$ cat src/rtl/systolic_seq_pkg.sv
// Shared types, geometry constants and byte-index helpers for the
// 2x2-output systolic convolution sequencer.
package systolic_seq_pkg;

    typedef enum logic [2:0] {
        ST_IDLE  = 3'd0,
        ST_FEED  = 3'd1,
        ST_DRAIN = 3'd2,
        ST_DONE  = 3'd3
    } state_t;

    localparam int N_PE        = 4;
    localparam int TAPS        = 9;
    localparam int FEED_CYCLES = 12;
    localparam int DATA_ROW    = 4;
    localparam int FILT_ROW    = 3;

    function automatic logic [3:0] data_idx(input logic [1:0] row, input logic [1:0] col);
        return 4'(int'(row) * DATA_ROW + int'(col));
    endfunction

    function automatic logic [3:0] filt_idx(input logic [1:0] i, input logic [1:0] j);
        return 4'(int'(i) * FILT_ROW + int'(j));
    endfunction

endpackage

$ cat src/rtl/systolic_conv_sequencer_tap_select.sv
// Combinational operand selector for one PE: maps feed cycle n to the
// skewed tap t = n - K and picks the matching tile/filter bytes.
module conv_tap_select
    import systolic_seq_pkg::*;
#(
    parameter int DW = 8,
    parameter int K  = 0
) (
    input  logic             i_en,
    input  logic [3:0]       i_n,
    input  logic [16*DW-1:0] i_tile,
    input  logic [9*DW-1:0]  i_filt,
    output logic [DW-1:0]    o_a,
    output logic [DW-1:0]    o_w,
    output logic             o_valid,
    output logic             o_first
);

    localparam logic [3:0] K_N = 4'(K);
    localparam logic [1:0] ROW = 2'(K / 2);
    localparam logic [1:0] COL = 2'(K % 2);

    logic [3:0] w_t;
    logic [1:0] w_i;
    logic [1:0] w_j;
    logic       w_in_range;

    // w_i/w_j are only meaningful when the tap is in range
    assign w_t        = i_n - K_N;
    assign w_in_range = i_en && (i_n >= K_N) && (int'(w_t) < TAPS);
    assign w_i        = 2'(w_t / 4'd3);
    assign w_j        = 2'(w_t % 4'd3);

    always_comb begin
        o_a     = '0;
        o_w     = '0;
        o_valid = 1'b0;
        o_first = 1'b0;
        if (w_in_range) begin
            o_a     = i_tile[int'(data_idx(ROW + w_i, COL + w_j)) * DW +: DW];
            o_w     = i_filt[int'(filt_idx(w_i, w_j)) * DW +: DW];
            o_valid = 1'b1;
            o_first = (w_t == 4'd0);
        end
    end

endmodule

$ cat src/rtl/systolic_conv_sequencer.sv
// Job sequencer for the 2x2-output systolic convolution array: latches a
// tile/filter, feeds skewed operands for 12 cycles, captures PE results.
//
// state | meaning
// IDLE  | in_ready high, waiting for a job
// FEED  | n = 0..11, streaming operands, capturing PE0-2 at n = 9..11
// DRAIN | one cycle, capturing PE3
// DONE  | res_valid high until res_ready
module systolic_conv_sequencer
    import systolic_seq_pkg::*;
#(
    parameter int DW = 8
) (
    input  logic             clk,
    input  logic             rst,
    input  logic             in_valid,
    output logic             in_ready,
    input  logic [16*DW-1:0] zin,
    input  logic [9*DW-1:0]  filter,
    output logic [4*DW-1:0]  pe_a,
    output logic [4*DW-1:0]  pe_w,
    output logic [3:0]       pe_valid,
    output logic [3:0]       pe_first,
    input  logic [4*DW-1:0]  pe_acc,
    output logic             res_valid,
    input  logic             res_ready,
    output logic [DW-1:0]    out_c_0,
    output logic [DW-1:0]    out_c_1,
    output logic [DW-1:0]    out_c_2,
    output logic [DW-1:0]    out_c_3,
    output logic [2:0]       state
);

    state_t              r_state;
    state_t              w_next;
    logic [3:0]          r_n;
    logic [16*DW-1:0]    r_tile;
    logic [9*DW-1:0]     r_filt;
    logic [DW-1:0]       r_res [N_PE];
    logic                w_feed;
    logic                w_drain;
    logic                w_last_feed;

    assign w_last_feed = (r_n == 4'(FEED_CYCLES - 1));

    always_ff @(posedge clk or posedge rst) begin
        if (rst) r_state <= ST_IDLE;
        else     r_state <= w_next;
    end

    always_comb begin
        w_next = r_state;
        case (r_state)
            ST_IDLE:  if (in_valid)    w_next = ST_FEED;
            ST_FEED:  if (w_last_feed) w_next = ST_DRAIN;
            ST_DRAIN:                  w_next = ST_DONE;
            ST_DONE:  if (res_ready)   w_next = ST_IDLE;
            default:                   w_next = ST_IDLE;
        endcase
    end

    always_comb begin
        in_ready  = (r_state == ST_IDLE);
        res_valid = (r_state == ST_DONE);
        w_feed    = (r_state == ST_FEED);
        w_drain   = (r_state == ST_DRAIN);
    end

    // PE k finishes its last tap at n = k+8, so its accumulator is final at n = k+9
    always_ff @(posedge clk or posedge rst) begin
        if (rst) begin
            r_n    <= '0;
            r_tile <= '0;
            r_filt <= '0;
            for (int k = 0; k < N_PE; k++) r_res[k] <= '0;
        end else begin
            if (in_ready && in_valid) begin
                r_tile <= zin;
                r_filt <= filter;
                r_n    <= '0;
            end
            if (w_feed) begin
                r_n <= w_last_feed ? 4'd0 : r_n + 4'd1;
                for (int k = 0; k < N_PE - 1; k++) begin
                    if (r_n == 4'(TAPS + k)) r_res[k] <= pe_acc[k*DW +: DW];
                end
            end
            if (w_drain) r_res[N_PE-1] <= pe_acc[(N_PE-1)*DW +: DW];
        end
    end

    for (genvar k = 0; k < N_PE; k++) begin : g_pe
        conv_tap_select #(.DW(DW), .K(k)) u_tap (
            .i_en    (w_feed),
            .i_n     (r_n),
            .i_tile  (r_tile),
            .i_filt  (r_filt),
            .o_a     (pe_a[k*DW +: DW]),
            .o_w     (pe_w[k*DW +: DW]),
            .o_valid (pe_valid[k]),
            .o_first (pe_first[k])
        );
    end

    assign out_c_0 = r_res[0];
    assign out_c_1 = r_res[1];
    assign out_c_2 = r_res[2];
    assign out_c_3 = r_res[3];
    assign state   = r_state;

endmodule

$ cat config.mk
export PLATFORM = sky130hd
export DESIGN_NAME = systolic_conv_sequencer
export DESIGN_NICKNAME = d
export VERILOG_FILES = /design/src/rtl/systolic_seq_pkg.sv /design/src/rtl/systolic_conv_sequencer_tap_select.sv /design/src/rtl/systolic_conv_sequencer.sv
export SDC_FILE = /design/constraint.sdc
export NUM_CORES = 1
export LEC_CHECK = 0
export BUFFER_PORTS_ARGS = -buffer_cell sky130_fd_sc_hd__buf_4
export CELL_PAD_IN_SITES_DETAIL_PLACEMENT = 1
export CELL_PAD_IN_SITES_GLOBAL_PLACEMENT = 2
export CORE_ASPECT_RATIO = 0.7
export CORE_MARGIN = 3
export CORE_UTILIZATION = 37
export CTS_BUF_LIST = sky130_fd_sc_hd__clkbuf_16
export CTS_CLUSTER_SIZE = 12
export DETAILED_ROUTE_END_ITERATION = 7
export HOLD_SLACK_MARGIN = 0.05
export PLACE_DENSITY_LB_ADDON = 0.15
export SYNTH_ARGS = -nofsm -noshare
export SYNTH_HDL_FRONTEND = slang
export SYNTH_SLANG_ARGS = --single-unit
$ cat constraint.sdc
create_clock -name clk -period 7.61 [get_ports clk]
set_clock_uncertainty 0.1 [all_clocks]
set_input_delay 0.3805 -clock clk [delete_from_list [all_inputs] [get_ports clk]]
set_output_delay 0.3805 -clock clk [all_outputs]
set_load 0.01 [all_outputs]
# Word level (Yosys, flattened, before mapping)
# Cells that the tools add are included.
# word_totals
in_bits	236
latchBits	0
word_cells	103
mem_count	0
romBits	0
ramBits	0
ff_bits	239
output_inout_bits	109
# classes
multipliers	4
muxes	23
reduce_logical	19
add_sub_neg	16
n_eq_ne	9
bitwise_logic	0
n_shift	8
order_cmp	8
div	8
# ops
op	n
variable part select 128 x 8 -> 8 bit	4
variable part select 72 x 8 -> 8 bit	4
two-way mux 8 bit	8
adder 4 x 2 -> 4 bit	4
adder 4 x 3 -> 4 bit	4
divider 4 x 2 -> 4 bit (second input constant)	4
logical NOT 4 bit	4
less-than comparator 4 bit (second input constant)	4
remainder unit 4 x 2 -> 4 bit (second input constant)	4
multiplier 2 x 2 -> 4 bit (second input constant)	4
== test 4 bit (second input constant)	3
two-way mux 4 bit	3
one-hot mux 3 bit (4 select lines)	1
logical AND 1 bit	9
two-way mux 3 bit	3
adder 1 x 2 -> 2 bit (first input constant)	4
>= comparator 4 x 1 -> 1 bit (second input constant)	2
>= comparator 4 x 2 -> 1 bit (second input constant)	2
two-way mux 1 bit	8
subtractor 4 x 2 -> 4 bit (second input constant)	2
== test 3 x 2 -> 1 bit (second input constant)	2
AND reduction 2 bit	3
adder 4 x 1 -> 4 bit (second input constant)	1
!= test 2 bit (second input constant)	2
6 further kinds	6

# Longest topological paths before layout
# logic_depth
depth_word	6
mapped_depth	27
mapped_depth_nobuf	22

# Modules after synthesis
# From an unflattened synthesis, not the netlist that was laid out.
# hier_totals
hier_cells	1395
hier_area_um2	17231.5
# modules_own_cells
module	n_inst	seq_area_each_um2	area_per_inst_um2	cells_each
systolic_conv_sequencer	1	5955.7	9006.1	537
conv_tap_select (g_pe[3].u_tap)	1	0.0	2125.8	249
conv_tap_select (g_pe[2].u_tap)	1	0.0	2074.5	196
conv_tap_select (g_pe[1].u_tap)	1	0.0	2015.7	215
conv_tap_select (g_pe[0].u_tap)	1	0.0	2009.4	198

# Worst setup path after synthesis
# No wires, ideal clock.
# synth_path
path_type	register to output
startpoint	reg r_n[1]
endpoint	out pe_w[16]
path_stages_with_launch	24
arrival_time_ps	6481
required_time_ps	7129
slack_ps	648
cell_sequence	dfrtp_1 inv_1 ha_1 xor2_1 nor2_1 ha_1 inv_1 ha_1 nand2_1 xnor2_2 buf_2 inv_1 ha_1 clkbuf_1 clkbuf_1 nand2_1 o21ai_0 fa_1 ha_1 buf_1 clkbuf_1 nor4b_1 a22oi_1 nor2_1
# synth_between
elab_chain_cells	6
word_cells_on_any_way	11
# synth_lines
item	line	text
start: declaration	systolic_conv_sequencer.sv:36	logic [3:0] r_n;
start signal: assignment	systolic_conv_sequencer.sv:83	r_n <= w_last_feed ? 4'd0 : r_n + 4'd1;
subtractor 4 x 2 -> 4 bit	systolic_conv_sequencer_tap_select.sv:29	assign w_t = i_n - K_N;
divider 4 x 2 -> 4 bit	systolic_conv_sequencer_tap_select.sv:31	assign w_i = 2'(w_t / 4'd3);
multiplier 2 x 2 -> 4 bit	systolic_seq_pkg.sv:23	return 4'(int'(i) * FILT_ROW + int'(j));
adder 4 x 3 -> 4 bit	systolic_seq_pkg.sv:23	
variable part select 72 x 8 -> 8 bit	systolic_conv_sequencer_tap_select.sv:41	o_w = i_filt[int'(filt_idx(w_i, w_j)) * DW +: DW];
two-way mux 8 bit *	systolic_conv_sequencer_tap_select.sv:39	if (w_in_range) begin
end: declaration	systolic_conv_sequencer.sv:21	output logic [4*DW-1:0] pe_w,
# Mark *: on every way between the ends. The rest lies on a longest branch, timed or not.

# Worst setup path in the final report
# layout_path
startpoint	reg r_n[1]
endpoint	out pe_a[14]
# layout_between
elab_chain_cells	6
word_cells_on_any_way	11
# layout_lines
item	line	text
subtractor 4 x 1 -> 4 bit	systolic_conv_sequencer_tap_select.sv:29	
remainder unit 4 x 2 -> 4 bit	systolic_conv_sequencer_tap_select.sv:32	assign w_j = 2'(w_t % 4'd3);
adder 1 x 2 -> 2 bit	systolic_conv_sequencer_tap_select.sv:40	o_a = i_tile[int'(data_idx(ROW + w_i, COL + w_j)) * DW +: DW];
adder 4 x 2 -> 4 bit	systolic_seq_pkg.sv:19	return 4'(int'(row) * DATA_ROW + int'(col));
variable part select 128 x 8 -> 8 bit	systolic_conv_sequencer_tap_select.sv:40	
two-way mux 8 bit *	systolic_conv_sequencer_tap_select.sv:39	
end: declaration	systolic_conv_sequencer.sv:20	output logic [4*DW-1:0] pe_a,
# Marked as above.

==> impl_metrics.json <==
{
  "r2r_slack_ps": 4480,
  "drive_gt1_frac": 0.427,
  "synth_area_um2": 16900,
  "status": "finished, final reports clean",
  "synth_area_leader_cell": "dfrtp_1",
  "synth_edf_count": 0,
  "synth.distinct_cells": 83,
  "vias": 15300,
  "min_period_ps": 7130,
  "ios": 345,
  "multi_input_area_um2": 10300,
  "fin_setup_tns_ps": 0,
  "wirelength_mm": 75.0,
  "core_um2": 44400,
  "regArea_um2": 5960,
  "synth_compound_area_frac": 0.121,
  "min-delay-start": "in_valid",
  "synthAdderAreaFrac": 0.0277,
  "crit_type": "flip-flop to output port",
  "cts_max_path_buffers": 3,
  "drt_iter0_markers": 1652,
  "final_hold_viol_count": 0,
  "max_freq_mhz": 140,
  "syn_nets": 1673,
  "end_kind": "output port",
  "cts_root_buf": "clkbuf_16",
  "routed_via_density": 6.06,
  "yosys.area_share.simple": 0.0837,
  "grt_max_degree": 121,
  "synth-xor-area-share": 0.0110,
  "portBuffers": 343,
  "period_share": 0.938,
  "final_area_um2": 23000,
  "reg2reg_depth": 5,
  "synth.most_common_cell": "mux2_2",
  "dieArea_um2": 48200,
  "yosys_warnings": 0,
  "ys_seq_area_frac": 0.353,
  "synthCells": 1402,
  "die_w_um": 261,
  "fin_nets": 2189,
  "grt_pass1_vias": 15700,
  "hold_end": "r_n[0]$_DFFE_PP0P_",
  "synth_mux_area_frac": 0.361,
  "cts-buffers-inserted": 25,
  "drc": 0,
  "holdPathStages": 4,
  "drtPass1Iterations": 5,
  "grt_pass1_wl_mm": 108,
  "die-height_um": 185,
  "postRouteAntennaNets": 0,
  "place_hpwl_mm": 54.6,
  "slew_headroom": 0.243,
  "wire_per_inst_um": 29.7,
  "max_slew.worst_pin.slew_ps": 1130,
  "holdCritPathClass": "input pin to flip-flop",
  "critPathLaunchType": "flip-flop",
  "setup_viol": 0,
  "required_ps": 7130,
  "slew_viol_final": 0,
  "r2r_end": "out_c_0[5]$_DFFE_PP0P_",
  "rows": 64,
  "rsz0062_at_grt": "false",
  "start_util": 0.380,
  "clk_latency_ps": 550,
  "synth_seq_cells": 238,
  "overflow": 0,
  "area_growth_pct": 36.2,
  "r2r-start": "r_n[0]$_DFFE_PP0P_",
  "dpl_cell_area_um2": 19900,
  "synth-main-ff-cell": "dfrtp_1",
  "yosysTopAreaCellShare": 0.353,
  "synth_top_family_by_area": "multiplexers",
  "fillers": 4626,
  "critPathArrivalTime_ps": 6650,
  "path_clk_slew_ps": 70,
  "htreeDepth": 1,
  "synth_common_cells": "241 x mux2_2, 238 x dfrtp_1, 145 x mux4_2, 75 x nand2_1, 68 x clkbuf_1",
  "synthTopCellsByArea": "dfrtp_1 35%, mux4_2 19%, mux2_2 16%",
  "grtUsageTotal": 0.305,
  "cts.sinks": 238,
  "gp_congestion": 0.947,
  "cts_tree": "done",
  "crit_fanout": 17,
  "max_cap_viol_count": 0,
  "synth.avg_cell_area_um2": 12.0,
  "async_reset_ff_frac": 1.00,
  "antenna_found_initial": 6
}
[worst max path at each step]
| stage | from | cells past startpoint | to | slack [ps] |
|---|---|---|---|---|
| global route | r_n[1]$_DFFE_PP0P_ | 23 | pe_a[14] | 70 |
| finish | r_n[1]$_DFFE_PP0P_ | 23 | pe_a[14] | 480 |
| detailed placement | r_n[1]$_DFFE_PP0P_ | 23 | pe_a[14] | 780 |
| floorplan | rst | 1 | out_c_0[0]$_DFFE_PP0P_ | 600 |
| global placement | r_n[1]$_DFFE_PP0P_ | 23 | pe_a[14] | 1040 |
| CTS | r_n[1]$_DFFE_PP0P_ | 23 | pe_a[14] | 160 |
[per-layer routing]
layer	vias to the layer above	global-route usage	part of all wire
met4	2	0.0459	0.015
met3	60	0.105	0.11
li1	6530	-	-
met5	-	0.0228	0.0021
met1	7966	0.452	0.44
met2	779	0.436	0.42
[logic make-up after synthesis]
logic type / count (synthesis)
AOI/OAI and AO/OA: 283
xor gates and xnor gates: 12
adders and majority gates: 35
buffers and inverters: 161
DFF: 238
muxes: 393
other: 1
and+or+nand+nor: 279
[state kept, by name, indices dropped and copies added (netlist names)]
signal	flops
r_n	4
r_filt	72
out_c_1	8
state	2
r_tile	128
out_c_0	8
out_c_2	8
out_c_3	8
[cells in the final DEF, fill, tap and decap left out, types with 5 or more instances in the layout]
| master | netlist | final |
|---|---|---|
| buf_4 | 12 | 368 |
| mux2_2 | 241 | 241 |
| dfrtp_1 | 238 | 236 |
| dlygate4sd3_1 | 0 | 233 |
| mux4_2 | 145 | 145 |
| nand2_1 | 75 | 74 |
| nor2_1 | 59 | 59 |
| a21oi_1 | 49 | 49 |
| inv_1 | 38 | 44 |
| nor3_1 | 38 | 38 |
| ha_1 | 31 | 29 |
| o21ai_0 | 28 | 28 |
| o22ai_1 | 28 | 28 |
| a22oi_1 | 25 | 25 |
| clkbuf_16 | 0 | 25 |
| a211oi_1 | 21 | 21 |
| and3_1 | 20 | 20 |
| a2111oi_0 | 17 | 17 |
| nor2b_1 | 17 | 17 |
| o221ai_1 | 17 | 17 |
| nand3_1 | 14 | 14 |
| a31oi_1 | 12 | 12 |
| and2_1 | 12 | 10 |
| o22a_1 | 10 | 10 |
| clkinv_1 | 3 | 8 |
| nand2b_1 | 8 | 8 |
| o31ai_1 | 8 | 8 |
| o21a_1 | 8 | 8 |
| a221oi_1 | 6 | 6 |
| a32oi_1 | 6 | 6 |
| diode_2 | 0 | 5 |
| inv_2 | 5 | 5 |
| or3_1 | 5 | 5 |
| o2111ai_1 | 5 | 5 |
[stage by stage]
step	util	setup slack [ps]	instances	hold slack, ps
3_3_place_gp	0.448	1040	2251	390
6_report	0.518	475	2529	164
4_1_cts	0.517	161	2523	145
2_1_floorplan	-	598	1402	420
3_5_place_dp	0.448	777	2251	398
5_1_grt	0.518	68.1	2527	194
[what timing repair did]
| item | CTS | global route |
|---|---|---|
| hold endpoints to repair | 350 | 0 |
| endpoints found under the setup margin | 0 | 12 |
| gates resized for setup | 0 | 6 |
| buffers inserted | 0 | 0 |
| hold buffers | 233 | 0 |
[cell type report]
cell class,count,area share
Sequential cell,238,0.259
Clock buffer,25,0.0272
Timing Repair Buffer,602,0.223
Tap cell,594,0.0323
Multi-Input combinational cell,1004,0.446
Clock inverter,14,0.00359
Antenna cell,5,0.000545
Inverter,47,0.00811
[worst max-delay path, stage by stage (launching register included)]
cell	delay, ps
dfrtp_1	500
inv_1	390
ha_1	310
a21boi_4	300
xnor2_1	250
buf_4	290
nor2_1	60
ha_1	190
inv_1	50
ha_1	230
nand2_1	100
mux2_2	290
nand3_1	170
and2_2	330
inv_2	160
ha_2	210
nor3b_1	330
mux2i_4	200
nand2_1	350
nor2_1	90
a22oi_2	490
o2111ai_1	220
a41oi_1	340
buf_4	190
Power is not shown: default switching activity piles up to over one toggle a cycle in this logic, so the estimate is an artifact.
